### src/rtl/wrong_guess_tracker_pkg.sv
// Shared constants for the hangman game-state tracker: state encoding,
// default game limits and the letter code width.
package hangman_pkg;

  localparam int LETTER_W      = 5;
  localparam int MAX_WRONG_DEF = 6;
  localparam int ALPHA_DEF     = 26;

  typedef logic [1:0] state_t;

  localparam state_t ST_IDLE = 2'd0;
  localparam state_t ST_PLAY = 2'd1;
  localparam state_t ST_WON  = 2'd2;
  localparam state_t ST_LOST = 2'd3;

endpackage

### src/rtl/wrong_guess_tracker_guess_mask.sv
// Register of already-guessed letters: synchronous clear, set-by-index,
// and a combinational lookup of the bit selected by idx.
module guess_mask
  import hangman_pkg::*;
#(
  parameter int W = ALPHA_DEF
) (
  input  logic                clk,
  input  logic                resetn,
  input  logic                clr,
  input  logic                set,
  input  logic [LETTER_W-1:0] idx,
  output logic [W-1:0]        mask,
  output logic                seen
);

  logic [W-1:0] mask_q;
  logic [W-1:0] mask_d;

  // Next mask: clear wins over set; out-of-range indices never touch the mask.
  always_comb begin
    mask_d = mask_q;
    if (clr) begin
      mask_d = '0;
    end else if (set && (32'(idx) < W)) begin
      mask_d[idx] = 1'b1;
    end
  end

  // Mask storage.
  always_ff @(posedge clk or negedge resetn) begin
    if (!resetn) begin
      mask_q <= '0;
    end else begin
      mask_q <= mask_d;
    end
  end

  // Lookup of the indexed letter; out-of-range letters read as unseen.
  always_comb begin
    seen = 1'b0;
    if (32'(idx) < W) begin
      seen = mask_q[idx];
    end
  end

  assign mask = mask_q;

endmodule

### src/rtl/wrong_guess_tracker.sv
// Hangman game-state tracker: filters guesses (range, repeat), counts
// misses with saturation at MAX_WRONG, and declares win or loss.
//
// Handshake: guess_valid is a single-cycle strobe qualifying letter and
// guess_hit in the same cycle. There is no ready; every strobe is consumed
// on the edge it is presented, so back-to-back strobes are all accepted.
// In IDLE, WON and LOST strobes are silently dropped.
module wrong_guess_tracker
  import hangman_pkg::*;
#(
  parameter int MAX_WRONG = MAX_WRONG_DEF,
  parameter int ALPHA     = ALPHA_DEF
) (
  input  logic                clk,
  input  logic                resetn,
  input  logic                new_game,
  input  logic                guess_valid,
  input  logic [LETTER_W-1:0] letter,
  input  logic                guess_hit,
  input  logic                word_done,
  output logic [2:0]          wrong_cnt,
  output logic                lose,
  output logic                win,
  output logic                dup,
  output logic                bad_letter,
  output logic [ALPHA-1:0]    guessed,
  output state_t              dbg_state
);

  state_t     state_q, state_d;
  logic [2:0] wrong_cnt_q, wrong_cnt_d;
  logic       win_q, win_d;
  logic       lose_q, lose_d;
  logic       dup_q, dup_d;
  logic       bad_letter_q, bad_letter_d;
  logic       mask_clr, mask_set, seen;
  logic       miss;

  guess_mask #(.W(ALPHA)) u_mask (
    .clk    (clk),
    .resetn (resetn),
    .clr    (mask_clr),
    .set    (mask_set),
    .idx    (letter),
    .mask   (guessed),
    .seen   (seen)
  );

  // Game FSM, guess filtering and saturating miss counter.
  always_comb begin
    state_d      = state_q;
    wrong_cnt_d  = wrong_cnt_q;
    win_d        = win_q;
    lose_d       = lose_q;
    dup_d        = 1'b0;
    bad_letter_d = 1'b0;
    mask_clr     = 1'b0;
    mask_set     = 1'b0;
    miss         = 1'b0;

    if (new_game) begin
      // A restart drops any coincident guess.
      state_d     = ST_PLAY;
      wrong_cnt_d = 3'd0;
      win_d       = 1'b0;
      lose_d      = 1'b0;
      mask_clr    = 1'b1;
    end else if (state_q == ST_PLAY) begin
      if (guess_valid) begin
        if (32'(letter) >= ALPHA) begin
          bad_letter_d = 1'b1;
        end else if (seen) begin
          dup_d = 1'b1;
        end else begin
          mask_set = 1'b1;
          if (!guess_hit && (32'(wrong_cnt_q) < MAX_WRONG)) begin
            miss        = 1'b1;
            wrong_cnt_d = 3'(wrong_cnt_q + 3'd1);
          end
        end
      end
      // A completed word beats a final miss landing on the same edge.
      if (word_done) begin
        state_d = ST_WON;
        win_d   = 1'b1;
      end else if (miss && (32'(wrong_cnt_d) == MAX_WRONG)) begin
        state_d = ST_LOST;
        lose_d  = 1'b1;
      end
    end
  end

  // State, counter and pulse registers.
  always_ff @(posedge clk or negedge resetn) begin
    if (!resetn) begin
      state_q      <= ST_IDLE;
      wrong_cnt_q  <= 3'd0;
      win_q        <= 1'b0;
      lose_q       <= 1'b0;
      dup_q        <= 1'b0;
      bad_letter_q <= 1'b0;
    end else begin
      state_q      <= state_d;
      wrong_cnt_q  <= wrong_cnt_d;
      win_q        <= win_d;
      lose_q       <= lose_d;
      dup_q        <= dup_d;
      bad_letter_q <= bad_letter_d;
    end
  end

  assign wrong_cnt  = wrong_cnt_q;
  assign win        = win_q;
  assign lose       = lose_q;
  assign dup        = dup_q;
  assign bad_letter = bad_letter_q;
  assign dbg_state  = state_q;

endmodule

### config.mk
export PLATFORM = sky130hd
export DESIGN_NAME = wrong_guess_tracker
export DESIGN_NICKNAME = d
export VERILOG_FILES = /design/src/rtl/wrong_guess_tracker_pkg.sv /design/src/rtl/wrong_guess_tracker_guess_mask.sv /design/src/rtl/wrong_guess_tracker.sv
export SDC_FILE = /design/constraint.sdc
export NUM_CORES = 1
export LEC_CHECK = 0
export ABC_AREA = 1
export CORE_MARGIN = 4
export CORE_UTILIZATION = 25
export CTS_BUF_LIST = sky130_fd_sc_hd__clkbuf_8
export DETAILED_ROUTE_END_ITERATION = 10
export PLACE_DENSITY_LB_ADDON = 0.12
export SLEW_MARGIN = 30
export SYNTH_ARGS = -nofsm -noshare
export SYNTH_HDL_FRONTEND = slang
export SYNTH_HIERARCHICAL = 1
export SYNTH_SLANG_ARGS = --single-unit
### constraint.sdc
create_clock -name clk -period 1.8 [get_ports clk]
set_input_delay 0.18 -clock clk [delete_from_list [all_inputs] [get_ports clk]]
set_output_delay 0.18 -clock clk [all_outputs]
set_load 0.01 [all_outputs]
==> metrics.md <==
| Metric | Value |
|---|---|
| Status | `finished with violations` |
| Failing checks | `setup timing` |
| Crit share post-route | `1.01` |
| PortBufs | `45` |
| GPL Wtd Cong | `0.826` |
| Clk Latency, worst-skew pair | `0.28 ns` |
| Fmax | `548 MHz` |
| Endpoints failing setup | `7` |
| LEAKAGE | `1.49 nW` |
| Post-Layout Cell Count | `459` |
| Worst reg-to-reg path cell count | `13` |
| Crit path kind | `flop to flop` |
| Maximum clock insertion buffer count | `2` |
| CTS tree | `built` |
| R2r setup slk | `-0.03 ns` |
| Fin. Hold Viols | `0` |
| Period minus WS final | `1.83 ns` |
| Hold Crit Class | `input port to asynchronous set/reset pin` |
| R2R Path Start | `u_mask/mask[15]` |
| Clock Sink Count | `35` |
| Mapped cell area | `1890 sq um` |
| Net count after synthesis | `266` |
| PnR worst setup slack | `-0.0262 ns` |
| Post-synthesis sequential area ratio | `0.463` |
| Pre-antenna DRT Iters | `4` |
| WL/cell | `12.7 um` |
| Core area | `7290 sq um` |
| Synth-to-Final Area Change | `62.7%` |
| DIE WIDTH | `95.0 um` |
| Slew @ Worst Pin | `0.477 ns` |
| Distinct cells, synth | `22` |
| Worst Path Required | `2.01 ns` |
| Number of CTS-inserted buffers | `5` |
| Setup TNS | `-0.0637 ns` |
| Max-cap violations | `0` |
| Most common cell after layout, fill and taps aside | `nand2_1` |
| Vias after detailed routing | `1958` |
| Total I/O pin count | `46` |
| Final ANT Viol Nets | `0` |
| Pin count of the biggest net entering global routing | `36` |
| Post-CTS Hold Buffers | `0` |
| Peak fanout along the critical path | `6` |
| Maximum VDD drop | `0.000355 V` |
| FF+latch count, synth | `35` |
| Post-synthesis average cell area | `7.44 sq um` |
| N_diodes | `0` |
| Critical Path End Type | `flop` |
| RSZ-0062 raised after global routing | `yes` |
| Hpwl dp | `4160 um` |
| Fin util | `0.422` |
| Via count of the first global-routing pass | `1992` |
| DR iter-0 viols | `62` |
| Crit Reg-Reg Endpoint | `u_mask/mask[14]` |
| DRC viols | `0` |
| Die area | `9020 sq um` |
| Crit start category | `flop` |
| Most frequent cells in the layout | `nand2_1, buf_4, clkdlybuf4s50_1, dfrtp_1, nor2_1` |
| Clk pin slew, worst setup/hold paths | `0.07 ns` |
| CTS root buf | `clkbuf_8` |
| Effective utilization at floorplan | `0.259` |
| Placed Instances | `444` |
| Yosys warns | `6` |
| Vias per inst | `4.27` |
| Synthesized instance count | `254` |
| Fraction of layout cells with a size suffix above 1 | `0.311` |
| WHS | `0.319 ns` |
| WP data arrival | `2.04 ns` |
| Max Clock Skew | `0.00449 ns` |
| H-Tree Depth | `2` |
| Max_slew headroom | `0.682` |
| Pwr per Cell Area | `533 nW/um^2` |
| Final Max Tran Viols | `0` |
| Total grt overflow | `0` |
| Core Rows | `31` |
| Total track usage | `0.140` |
| Detailed Route WL | `5830 um` |
| Fin nets | `371` |
| Die Y | `95.0 um` |
| Global-route wire length before repair | `9730 um` |
| Initial antenna violation count | `0` |
==> worst max-delay path, cell delays in order (launching register included) <==
cell and delay, ns:
dfrtp_1 0.38, nand2_1 0.07, nand2_1 0.06, nand2_1 0.05
nand2_1 0.05, nand2_1 0.05, nand2_1 0.05, nor2_1 0.12
nand2_1 0.10, nor3_2 0.18, o21ai_4 0.15, nor2_4 0.27
a21oi_1 0.10, nor2_1 0.11
==> through the flow <==
stage	total power, mW	cell area [sq um]	worst slack (ns)
2_1_floorplan	0.943	1900	0.0583
3_3_place_gp	1.10	2840	-0.573
3_5_place_dp	1.10	2840	-0.559
4_1_cts	1.65	2940	-0.0331
5_1_grt	1.73	3080	-0.251
6_report	1.64	3080	-0.0262
==> flip-flops by register name, summed over array words and instances (netlist names) <==
register	cells
lose	1
win	1
wrong_cnt	3
u_mask/mask	26
bad_letter	1
dbg_state	2
dup	1
==> how the worst max path moves through the flow <==
stage	start	to	slack (ns)	cells after the start
6_report	u_mask/mask[15]	u_mask/mask[14]	-0.03	13
5_1_grt	u_mask/mask[17]	u_mask/mask[16]	-0.25	13
4_1_cts	u_mask/mask[17]	u_mask/mask[19]	-0.03	13
3_5_place_dp	letter[1]	u_mask/mask[1]	-0.56	14
3_3_place_gp	letter[1]	u_mask/mask[5]	-0.57	14
2_1_floorplan	letter[0]	dbg_state[1]	0.06	18
==> per-layer routing <==
layer,vias up,GRT usage,wire (um)
met5,-,0,0
met4,0,0.0337,34
met3,2,0.0319,231
met2,37,0.234,2750
met1,918,0.184,2810
li1,1001,-,-
==> synth_stat cells, drive strengths merged <==
cell	n	share of area
nand3	9	0.024
nand2	83	0.17
a31oi	1	0.0033
buf	4	0.014
nor2	46	0.12
clkbuf	2	0.0040
a22o	1	0.0046
o21ai	4	0.017
inv	29	0.058
nor3	9	0.029
nand4	1	0.0066
ha	1	0.0066
a21oi	29	0.079
dfrtp	35	0.46
==> power breakdown <==
group,leakage [nW],internal (mW),switching (mW)
registers,0.483,0.799,0.0110
clock network,0.0505,0.260,0.283
logic,0.956,0.121,0.164
total,1.49,1.18,0.458
==> cell type report <==
class	instances	area, sq um
Inverter	29	111
Clock inverter	3	12.5
Clock buffer	5	68.8
Multi-Input combinational cell	184	972
Sequential cell	35	876
Timing Repair Buffer	104	911
Fill cell	796	4220
Tap cell	99	124
==> cell families after synthesis <==
group,count (synthesis),synth area share
compound gates,35,0.103
simple gates,148,0.351
flops,35,0.463
fa+ha+maj,1,0.00662
buf+inv,35,0.0754
==> timing repair <==
action | 4_1_cts | 5_1_grt
gates resized for setup | 13 | 23
buffers inserted | 1 | 6
pin swaps | 6 | 11
endpoints found under the setup margin | 32 | 32
endpoints found under the hold margin | 0 | 0
No activity file was read; power rests on OpenSTA's default activity.
